--- config.mk ---
export PLATFORM = sky130hd
export DESIGN_NAME = btn_conditioner_n
export DESIGN_NICKNAME = d
export VERILOG_FILES = /design/src/rtl/btn_pkg.sv /design/src/rtl/btn_channel.sv /design/src/rtl/btn_conditioner_n.sv
export SDC_FILE = /design/constraint.sdc
export NUM_CORES = 1
export LEC_CHECK = 0
export ABC_CLOCK_PERIOD_IN_PS = 2600
export CORE_AREA = 2 2 96 98
export CTS_CLUSTER_DIAMETER = 60
export DETAILED_ROUTE_END_ITERATION = 6
export DIE_AREA = 0 0 98 100
export PLACE_DENSITY = 0.8
export SYNTH_ARGS = -nofsm -noshare
export SYNTH_HDL_FRONTEND = slang
export SYNTH_HIERARCHICAL = 1
export SYNTH_SLANG_ARGS = --single-unit
--- constraint.sdc ---
create_clock -name clk -period 2.6 [get_ports clk]
set_input_delay 0.52 -clock clk [delete_from_list [all_inputs] [get_ports clk]]
set_output_delay 0.52 -clock clk [all_outputs]
set_load 0.02 [all_outputs]
--- src/rtl/btn_pkg.sv ---
// Shared types and width helpers for the push-button conditioner.
package btn_pkg;

  typedef enum logic [1:0] {
    IDLE_REL = 2'd0,
    WAIT_PRS = 2'd1,
    PRESSED  = 2'd2,
    WAIT_REL = 2'd3
  } db_state_t;

  function automatic int db_cnt_w(input int cycles);
    return (cycles < 1) ? 1 : $clog2(cycles + 1);
  endfunction

  function automatic int long_cnt_w(input int cycles);
    return (cycles < 1) ? 1 : $clog2(cycles + 1);
  endfunction

endpackage

--- src/rtl/btn_channel.sv ---
// One button channel: 2-FF sync, debounce FSM, edge ticks.
// Optional hold counter enabled by BTN_LONG_PRESS_EN.
module btn_channel
  import btn_pkg::*;
#(
  parameter int DB_CYCLES   = 500000,
  parameter int LONG_CYCLES = 50000000
) (
  input  logic clk,
  input  logic reset,
  input  logic p,
  output logic level,
  output logic press_tick,
  output logic release_tick,
  output logic long_tick
);

  localparam int CW = db_cnt_w(DB_CYCLES);
  localparam logic [CW-1:0] DB_MAX = CW'(DB_CYCLES);
  localparam logic [CW-1:0] ONE = CW'(1);

  db_state_t state;
  logic [CW-1:0] cnt;
  logic s1, s2, level_d;

  always_ff @(posedge clk) begin
    if (reset) begin
      s1           <= 1'b0;
      s2           <= 1'b0;
      state        <= IDLE_REL;
      cnt          <= '0;
      level        <= 1'b0;
      level_d      <= 1'b0;
      press_tick   <= 1'b0;
      release_tick <= 1'b0;
    end else begin
      s1           <= p;
      s2           <= s1;
      level_d      <= level;
      press_tick   <= level & ~level_d;
      release_tick <= ~level & level_d;
      unique case (state)
        IDLE_REL: begin
          if (s2) begin
            state <= WAIT_PRS;
            cnt   <= ONE;
          end
        end
        WAIT_PRS: begin
          if (!s2) begin
            state <= IDLE_REL;
            cnt   <= '0;
          end else if (cnt == DB_MAX) begin
            state <= PRESSED;
            level <= 1'b1;
            cnt   <= '0;
          end else begin
            cnt <= cnt + ONE;
          end
        end
        PRESSED: begin
          if (!s2) begin
            state <= WAIT_REL;
            cnt   <= ONE;
          end
        end
        WAIT_REL: begin
          if (s2) begin
            state <= PRESSED;
            cnt   <= '0;
          end else if (cnt == DB_MAX) begin
            state <= IDLE_REL;
            level <= 1'b0;
            cnt   <= '0;
          end else begin
            cnt <= cnt + ONE;
          end
        end
        default: begin
          state <= IDLE_REL;
          cnt   <= '0;
        end
      endcase
    end
  end

`ifdef BTN_LONG_PRESS_EN
  localparam int LW = long_cnt_w(LONG_CYCLES);
  localparam logic [LW-1:0] L_MAX = LW'(LONG_CYCLES);
  localparam logic [LW-1:0] L_ONE = LW'(1);

  logic [LW-1:0] hold;

  // Saturates at L_MAX so a long hold yields one tick only.
  always_ff @(posedge clk) begin
    if (reset || !level) begin
      hold      <= '0;
      long_tick <= 1'b0;
    end else if (hold != L_MAX) begin
      hold      <= hold + L_ONE;
      long_tick <= (hold == L_MAX - L_ONE);
    end else begin
      long_tick <= 1'b0;
    end
  end
`else
  // Always 0; the term only keeps LONG_CYCLES referenced.
  assign long_tick = 1'b0 && (LONG_CYCLES != 0);
`endif

endmodule

--- src/rtl/btn_conditioner_n.sv ---
// N-channel button front end: polarity fix plus per-channel conditioning.
// Long-press ticks are built only when BTN_LONG_PRESS_EN is defined.
module btn_conditioner_n
  import btn_pkg::*;
#(
  parameter int N_CH        = 4,
  parameter int DB_CYCLES   = 500000,
  parameter bit ACTIVE_LOW  = 1'b1,
  parameter int LONG_CYCLES = 50000000
) (
  input  logic            clk,
  input  logic            reset,
  input  logic [N_CH-1:0] btn_raw,
  output logic [N_CH-1:0] btn_level,
  output logic [N_CH-1:0] press_tick,
  output logic [N_CH-1:0] release_tick,
  output logic [N_CH-1:0] long_tick
);

  logic [N_CH-1:0] p;

  assign p = ACTIVE_LOW ? ~btn_raw : btn_raw;

  for (genvar gi = 0; gi < N_CH; gi++) begin : g_ch
    btn_channel #(
      .DB_CYCLES  (DB_CYCLES),
      .LONG_CYCLES(LONG_CYCLES)
    ) u_ch (
      .clk         (clk),
      .reset       (reset),
      .p           (p[gi]),
      .level       (btn_level[gi]),
      .press_tick  (press_tick[gi]),
      .release_tick(release_tick[gi]),
      .long_tick   (long_tick[gi])
    );
  end

endmodule
# Yosys cells after proc, flatten, opt, wreduce, memory -nomap -nowiden

Index checks and enable logic that the tools add are counted.

Register bits after elaboration: 108
Input bits: 6
Output and inout port bits: 16
Word-level logic and storage cells: 193

Add/sub/neg operators: 4
Equal/unequal tests: 48
Muxes and demuxes: 72
Bitwise logic cells: 17
Reductions and logical operators: 20

Operators by type and width:

| kind                  | number |
|---|---|
| $mux 19               | 20 |
| $pmux 19 s4           | 4 |
| $add 19x1->19 const B | 4 |
| $eq 19x19->1 const B  | 4 |
| $mux 2                | 24 |
| $ne 2x1->1 const B    | 16 |
| $pmux 2 s4            | 4 |
| $reduce_and 5->1      | 4 |
| $eq 2x2->1 const B    | 8 |
| $mux 1                | 16 |
| $ne 2x2->1 const B    | 8 |
| $reduce_and 4->1      | 4 |
| $ne 3x1->1 const B    | 4 |
| $ne 3x3->1 const B    | 4 |
| $and 1x1->1           | 8 |
| $eq 2x1->1 const B    | 4 |
| $logic_not 2->1       | 4 |
| $not 1->1             | 8 |
| $pmux 1 s2            | 4 |
| $reduce_and 2->1      | 4 |
| $reduce_bool 2->1     | 4 |
| $not 4->4             | 1 |

# Longest topological paths before layout

Gate-level depths: netlist (run 1).

Word-level depth: 4
Gate-level depth with buffers: 9
Mapped depth without buffers: 7

# By module

Netlist (run 1), hierarchy kept.

By module, submodules not included:

| module                         | times used | cells an instance | area each (um2) | seq. area each (um2) |
|---|---|---|---|---|
| btn_channel (g_ch[0].u_ch ...) | 3          | 151               | 1297.5          | 540.5 |
| btn_channel (g_ch[3].u_ch)     | 1          | 152               | 1353.8          | 540.5 |
| btn_conditioner_n              | 1          | 4                 | 15.0            | 0.0 |

# Worst setup path before layout (run 1)

Ideal clock, no wire load.

Path kind: flip-flop to flip-flop
Start: reg g_ch[0].u_ch.cnt[2]
End: reg g_ch[0].u_ch.cnt[15]
Setup time: 0.140 ns
Data arrival time: 1.691 ns
Required time: 2.460 ns
Setup slack: 0.768 ns
Cell stages (with the launch flop): 8
Path buffers: 2
Period minus slack after synthesis: 1.832 ns
Cell sequence: dfxtp_1 -> or4b_1 -> nor3_2 -> a21boi_1 -> buf_2 -> buf_6 -> nand3_1 -> o311ai_0

Word-level cells in the longest chain between the ends: 4
Elaborated cells between the ends (all ways): 6
Those cells by class: add/sub (1); eq/ne (1); mux (4)

Ends and longest elaborated chain:

| what                                          | RTL line                             | RTL |
|---|---|---|
| start: declaration                            | btn_channel.sv:23                    | `logic [CW-1:0] cnt;` |
| start signal: assignment                      | btn_channel.sv:58                    | `cnt <= cnt + ONE;` |
| start signal: assignment                      | btn_channel.sv:76                    | `cnt <= cnt + ONE;` |
| $add 19x1->19 or $eq 19x19->1 (tied branches) | --                                   |  |
| $mux 19 (*)                                   | btn_channel.sv:53, btn_channel.sv:71 |  |
| $mux 19 (on tied branches)                    | btn_channel.sv:68, btn_channel.sv:50 |  |
| $pmux 19 s4 (*)                               | btn_channel.sv:42                    | `unique case (state)` |

Mark *: on every way between the ends. The rest lies on a longest branch, timed or not.
A chain may end at the register's enable or synchronous reset.

# Worst setup path after layout (run 1)

Start: reg g_ch[0].u_ch.cnt[0]
End: reg g_ch[0].u_ch.cnt[18]

The elaborated chain is that of the path after synthesis.

==> results.md, run 1 <==
* Status: finished clean
* RSZ-0062 raised after global routing: false
* Gr ovfl total at 0
* Clock Power Share at 38.8%
* Worst path cell trace: ha_1 -> and4_2 -> nor2b_1 -> nand4b_1 -> or3b_2 -> nand3_1
* Flops & latches, synth at 108
* VDD IR-drop max at 251 uV
* Pleak at 2.09 nW
* DR vias/cell at 5.80
* Period utilization at 82.8%
* Slew headroom at 57.9%
* Initial antenna violation count at 0
* Multi-input logic area at 2840 sq um
* HPWL after DPL at 7100 um
* Final std cells w/o fill at 748
* Fmax at 465 MHz
* Global-route usage over all layers at 21.3%
* # setup viols final at 0
* Final WL at 9970 um
* Worst reg2reg endpoint: g_ch[0].u_ch/cnt[18]
* Sequential area share after synthesis at 41.1%
* CTS max path bufs at 2
* Root Driver: clkbuf_8
* Buf+Inv Stages, Crit Path at 0
* Initial drt markers at 164
* Asr flop ratio synth at 0%
* Via count at 4338
* P&R area growth vs syn at 10.7%
* Crit path from: g_ch[0].u_ch/cnt[0]
* Die X-Extent at 98 um
* WS Path Type: reg -> reg
* Cells after Synth at 609
* Max-cap viol count at 0
* Crit. End Element: flip-flop
* FF+latch area at 2160 sq um
* Post-CTS Resized at 0
* Placed cell count at 732
* Worst setup SP type: flip-flop
* Antenna Nets Post-Route at 0
* Syn_nets at 623
* Crit path to: g_ch[0].u_ch/cnt[18]
* DR pass1 iterations at 4
* Inserted Clock Buffers at 9
* CTS tree: done
* Ant diodes at 0
* Worst EP required at 2.91 ns
* CP max stage delay at 0.49 ns
* Final hold violations at 0
* FP Rows at 35
* DIE AREA at 9800 sq um
* DR WL/cell at 13.3 um
* Pwr Density at 500 nW/um^2
* DRC Markers at 0
* Layout Cell Area excl Fill at 5820 sq um
* Post-CTS Repair Setup Buffers at 0
* GPL Wtd Cong at 0.840
* Switch Pwr at 0.000632 W
* # nets final at 646
* Slew Viols, Final at 0
* Sw frac at 21.7%
* Largest net degree at the start of global routing at 22
* Crit-path slowest cell: or3b_2
* Worst skew pair latency at 0.37 ns
* Crit path max fanout at 6
* Ratio of cells with drive above 1 in the final layout at 10.2%
* I/O Buffers at 17
* P_int at 0.00228 W
* First-pass GRT wire length at 17600 um
* Worst reg2reg path depth at 6
* Clk slew on worst S/H paths at 0.10 ns
* Placed inst area at 5600 sq um
* Post-layout min period at 2.15 ns
* Starting density of the core at 59.2%
* Top FF cell, synth: dfxtp_1
* H-tree depth at 3
* Avg Cell Area, Syn at 8.64 sq um
* Family with the most delay on the worst path: simple AND/OR/NAND/NOR gates
* Count of cell types in the netlist at 57
* Skew final at 0.0102 ns
* Hold path cells at 1
* Hold Crit Class: reg -> reg
* Mapped Area at 5260 sq um
* Fill count at 762
* FF-to-FF setup slack at 0.45 ns
* Setup TNS at 0 ns
* Combinational Power Share at 3.8%
* Die H at 100 um
* Part of the power in registers at 57.5%
* CTS Hold Bufs at 0
* R2r startpoint: g_ch[0].u_ch/cnt[0]
* Core box area at 8890 sq um
* Worst-margin pin slew at 0.627 ns
* Crit path DAT at 2.46 ns
* Via count of the first global-routing pass at 4047
* Levels on crit path at 6
* Clock tree sinks at 108
* Syn. warnings at 6
* I/O Pins at 22
* EDFF count, synth at 0
## final cells by class
| type | count | area share, % |
|---|---|---|
| clock inverter | 6 | 1.48 |
| tap | 111 | 2.39 |
| sequential | 108 | 37.1 |
| inverter | 34 | 2.19 |
| multi-input combinational | 448 | 48.9 |
| timing repair buffer | 31 | 5.59 |
| clock buffer | 10 | 2.36 |
## sequential cells by signal, indices dropped and copies added (netlist names), named ones only
register	flops
g_ch.u_ch/cnt	76
g_ch.u_ch/release_tick	4
g_ch.u_ch/state	4
g_ch.u_ch/level	4
g_ch.u_ch/s1	4
g_ch.u_ch/s2	4
g_ch.u_ch/level_d	4
g_ch.u_ch/press_tick	4
## per-layer routing
layer  GRT usage, %  part of all wire, %
met2           35.7                   48
met5              0                    0
met3           5.22                  3.8
met4           6.84                  1.2
met1           27.2                   47
## synth_stat cells (2+ instances only)
library cell	number	area share, %
dfxtp_1	108	41
inv_1	34	2.4
and3_2	4	0.57
a21boi_1	3	0.43
nand2b_1	3	0.36
nor4_4	3	1.2
or2_2	4	0.48
a22oi_1	3	0.43
nor3_2	4	0.76
and3_1	14	1.7
buf_2	3	0.29
or3b_2	3	0.50
mux2i_1	10	1.9
buf_6	5	1.1
nand3_1	60	5.7
ha_1	8	1.9
clkbuf_1	7	0.50
conb_1	4	0.29
nor2_1	26	1.9
or3_1	5	0.59
o21ai_0	32	3.0
a22o_1	12	2.0
nor3b_1	5	0.71
nor2b_1	20	2.4
buf_4	4	0.57
nor3_1	11	1.0
nand2_1	84	6.0
a21o_1	8	1.1
nand3_2	4	0.76
nand4_1	17	2.0
nand4b_1	7	1.2
or4b_1	9	1.7
and4_2	3	0.57
and4_1	4	0.67
a221o_1	4	0.76
a21oi_1	21	2.0
xnor2_1	5	0.83
o311ai_0	15	2.5
o211ai_1	2	0.29
xor2_1	14	2.3
## cell families after synthesis
logic type,synth area share (%)
muxes,1.90
DFF,41.1
adders and majority gates,1.90
xor gates and xnor gates,3.47
buffers and inverters,4.85
and+or+nand+nor,32.7
AOI/OAI and AO/OA,13.7
other,0.285
## power groups by stage
| stage | Combinational (W) | Clock, W | Sequential [W] |
|---|---|---|---|
| floorplan | 0.0000711 | 0 | 0.00171 |
| global placement | 0.000106 | 0 | 0.00171 |
| detailed placement | 0.000109 | 0 | 0.00171 |
| CTS | 0.000110 | 0.00116 | 0.00167 |
| global route | 0.000122 | 0.00121 | 0.00168 |
| finish | 0.000110 | 0.00113 | 0.00167 |
## worst min-delay path by stage
stage	endpoint	start	slack [ns]
after floorplan	g_ch[0].u_ch/press_tick	g_ch[0].u_ch/level_d	0.38
after global placement	g_ch[3].u_ch/press_tick	g_ch[3].u_ch/level_d	0.39
after detailed placement	g_ch[2].u_ch/press_tick	g_ch[2].u_ch/level_d	0.40
after CTS	g_ch[3].u_ch/press_tick	g_ch[3].u_ch/level_d	0.40
after global routing	g_ch[2].u_ch/press_tick	g_ch[2].u_ch/level_d	0.43
final	g_ch[3].u_ch/press_tick	g_ch[3].u_ch/level_d	0.40
## layout by cell type, fill, tap and decap left out, drive strengths merged, types with 16 or more instances in the layout
| cell type | instances |
|---|---|
| nor2 | 26 |
| and3 | 19 |
| nor2b | 20 |
| a21oi | 22 |
| dfxtp | 108 |
| inv | 35 |
| nand4 | 17 |
| o21ai | 32 |
| nand2 | 84 |
| clkdlybuf4s50 | 17 |
| nand3 | 64 |
| nor3 | 16 |
## through the flow
stage	total power [W]	hold slack [ns]	util, %	setup WS (ns)
finish	0.00291	0.400	65.5	0.448
global route	0.00301	0.426	65.5	0.319
CTS	0.00294	0.402	65.5	0.485
detailed placement	0.00182	0.395	63.0	0.144
global placement	0.00182	0.391	63.0	0.156
floorplan	0.00178	0.383	-	0.768
Power figures use the tool's default switching activity.
==> inputs of run 2 (changes only) <==
- ABC_CLOCK_PERIOD_IN_PS: 2600 -> 2200
- clock period: 2.6 -> 2.2 ns (I/O delays scaled with it)
==> results.md, run 2 (synthesized netlist as in run 1, its figures left out) <==
* CP max stage delay at 0.58 ns (was 0.49 ns)
* Crit-path slowest cell: or4b_1 (was or3b_2)
* CTS tree: done (unchanged)
* Met3 Resource Use GR at 2.79% (was 5.22%)
* DR vias/cell at 5.81 (was 5.80)
* Fin worst setup slack at 0.105 ns (was 0.448 ns)
* CTS Hold Bufs at 0 (unchanged)
* VDD IR-drop max at 420 uV (was 251 uV)
* FP Rows at 35 (unchanged)
* First-pass GRT wire length at 18400 um (was 17600 um)
* Core Util, Final at 67.0% (was 65.5%)
* Post-layout min period at 2.09 ns (was 2.15 ns)
* Final std cells w/o fill at 766 (was 748)
* Worst path cell trace: or4b_1 -> nor3_4 -> a21boi_2 -> buf_4 -> and3_1 -> a221o_1 (was ha_1 -> and4_2 -> nor2b_1 -> nand4b_1 -> or3b_2 -> nand3_1)
* Hold Crit Class: reg -> reg (unchanged)
* Final WL at 10700 um (was 9970 um)
* Pleak at 2.21 nW (was 2.09 nW)
* Ratio of cells with drive above 1 in the final layout at 12.8% (was 10.2%)
* Crit path DAT at 2.34 ns (was 2.46 ns)
* Crit. End Element: flip-flop (unchanged)
* Slew Viols, Final at 0 (unchanged)
* Largest net degree at the start of global routing at 19 (was 22)
* Clk slew on worst S/H paths at 0.10 ns (about the same)
* HPWL after DPL at 7590 um (was 7100 um)
* DR pass1 iterations at 4 (unchanged)
* Period utilization at 95.2% (was 82.8%)
* Worst-margin pin slew at 0.689 ns (was 0.627 ns)
* Clock tree sinks at 108 (unchanged)
* DR WL/cell at 13.9 um (was 13.3 um)
* P&R area growth vs syn at 13.1% (was 10.7%)
* Inserted Clock Buffers at 9 (unchanged)
* Via count at 4453 (was 4338)
* Skew final at 0.0126 ns (was 0.0102 ns)
* Pwr Density at 579 nW/um^2 (was 500 nW/um^2)
* Crit path max fanout at 6 (unchanged)
* Core box area at 8890 sq um (unchanged)
* Ant diodes at 0 (unchanged)
* Worst skew pair latency at 0.36 ns (was 0.37 ns)
* RSZ-0062 raised after global routing: false (unchanged)
* Die H at 100 um (unchanged)
* I/O Pins at 22 (unchanged)
* Worst setup SP type: flip-flop (unchanged)
* DRC Markers at 0 (unchanged)
* WS Path Type: reg -> reg (unchanged)
* Max-cap viol count at 0 (unchanged)
* Layout Cell Area excl Fill at 5950 sq um (was 5820 sq um)
* GR peak layer: met2 (unchanged)
* Most common cell after layout, fill and taps aside: dfxtp_1 (unchanged)
* Placed cell count at 750 (was 732)
* M1 GR Usage at 28.9% (was 27.2%)
* Placed inst area at 5710 sq um (was 5600 sq um)
* H-tree depth at 3 (unchanged)
* Die X-Extent at 98 um (unchanged)
* Antenna Nets Post-Route at 0 (unchanged)
* Final hold violations at 0 (unchanged)
* Max reg flops at 76 (unchanged)
* I/O Buffers at 17 (unchanged)
* Hold Slack at 0.405 ns (was 0.400 ns)
* Met2 GRT Util at 37.7% (was 35.7%)
* DIE AREA at 9800 sq um (unchanged)
* GPL Wtd Cong at 0.840 (about the same)
* Initial antenna violation count at 0 (unchanged)
* Slew headroom at 53.7% (was 57.9%)
* Gr ovfl total at 0 (unchanged)
* Setup WS pre-CTS at -0.00252 ns (was 0.144 ns)
* # nets final at 664 (was 646)
* Most flop-heavy register: g_ch.u_ch/cnt (unchanged)
* Starting density of the core at 59.2% (unchanged)
* Fmax at 477 MHz (was 465 MHz)
* Worst EP required at 2.45 ns (was 2.91 ns)
* Commonest non-fill, non-tap cells in the layout: dfxtp_1, nand2_1, nand3_1, inv_1, o21ai_0 (unchanged)
* Status: finished clean (unchanged)
* CTS max path bufs at 2 (unchanged)
* Via count of the first global-routing pass at 4158 (was 4047)
* Initial drt markers at 155 (was 164)
* Root Driver: clkbuf_8 (unchanged)
* Global-route usage over all layers at 22.2% (was 21.3%)
* # setup viols final at 0 (unchanged)
==> run 2: layout make-up <==
| cell class | count | area, sq um |
|---|---|---|
| fill | 714 | 2940 |
| multi-input combinational | 448 | 2860 |
| sequential | 108 | 2160 |
| timing repair buffer | 49 | 435 |
| clock buffer | 11 | 141 |
| tap | 111 | 139 |
| inverter | 34 | 128 |
| clock inverter | 5 | 85.1 |
==> run 2: worst paths after layout <==
path                        start                      end  slack, ns  cells after the start
min          g_ch[3].u_ch/level_d  g_ch[3].u_ch/press_tick       0.40                      1
min reg2reg  g_ch[3].u_ch/level_d  g_ch[3].u_ch/press_tick       0.40                      1
max           g_ch[2].u_ch/cnt[6]      g_ch[2].u_ch/cnt[8]       0.11                      6
max reg2reg   g_ch[2].u_ch/cnt[6]      g_ch[2].u_ch/cnt[8]       0.11                      6
==> run 2: metrics by stage <==
stage	TNS (ns)	total power, W
final	0	0.00345
after CTS	0	0.00348
after detailed placement	-0.00252	0.00215
after global placement	-0.00244	0.00215
after floorplan	0	0.00210
after global routing	0	0.00357
==> run 2: repair_timing <==
item                       4_1_cts  5_1_grt
gates resized for setup          0        4
buffers inserted                 0        0
setup endpoints to repair        0        3
==> run 2: per-layer routing <==
layer	wire, um	up-vias
met4	167	0
met5	0	-
met1	5060	2087
met3	361	17
met2	5060	83
li1	-	2266
==> run 2: report_power, final <==
group	internal, W	switching (W)	total [W]
clock network	0.000677	0.000661	0.00134
logic	0.0000561	0.0000745	0.000131
registers	0.00197	0.0000122	0.00198
==> run 2: worst max-delay path, delay by kind of cell, from the launching register on <==
family          cells  cell delay, ns
flops               1            0.37
buf+inv             1            0.17
simple gates        3            1.07
compound gates      2            0.38
==> inputs of run 3 (changes only) <==
- GPL_TIMING_DRIVEN: not set -> 1
==> results of run 3 <==
No change in the layout: final DEF, timing and power equal those of run 2.
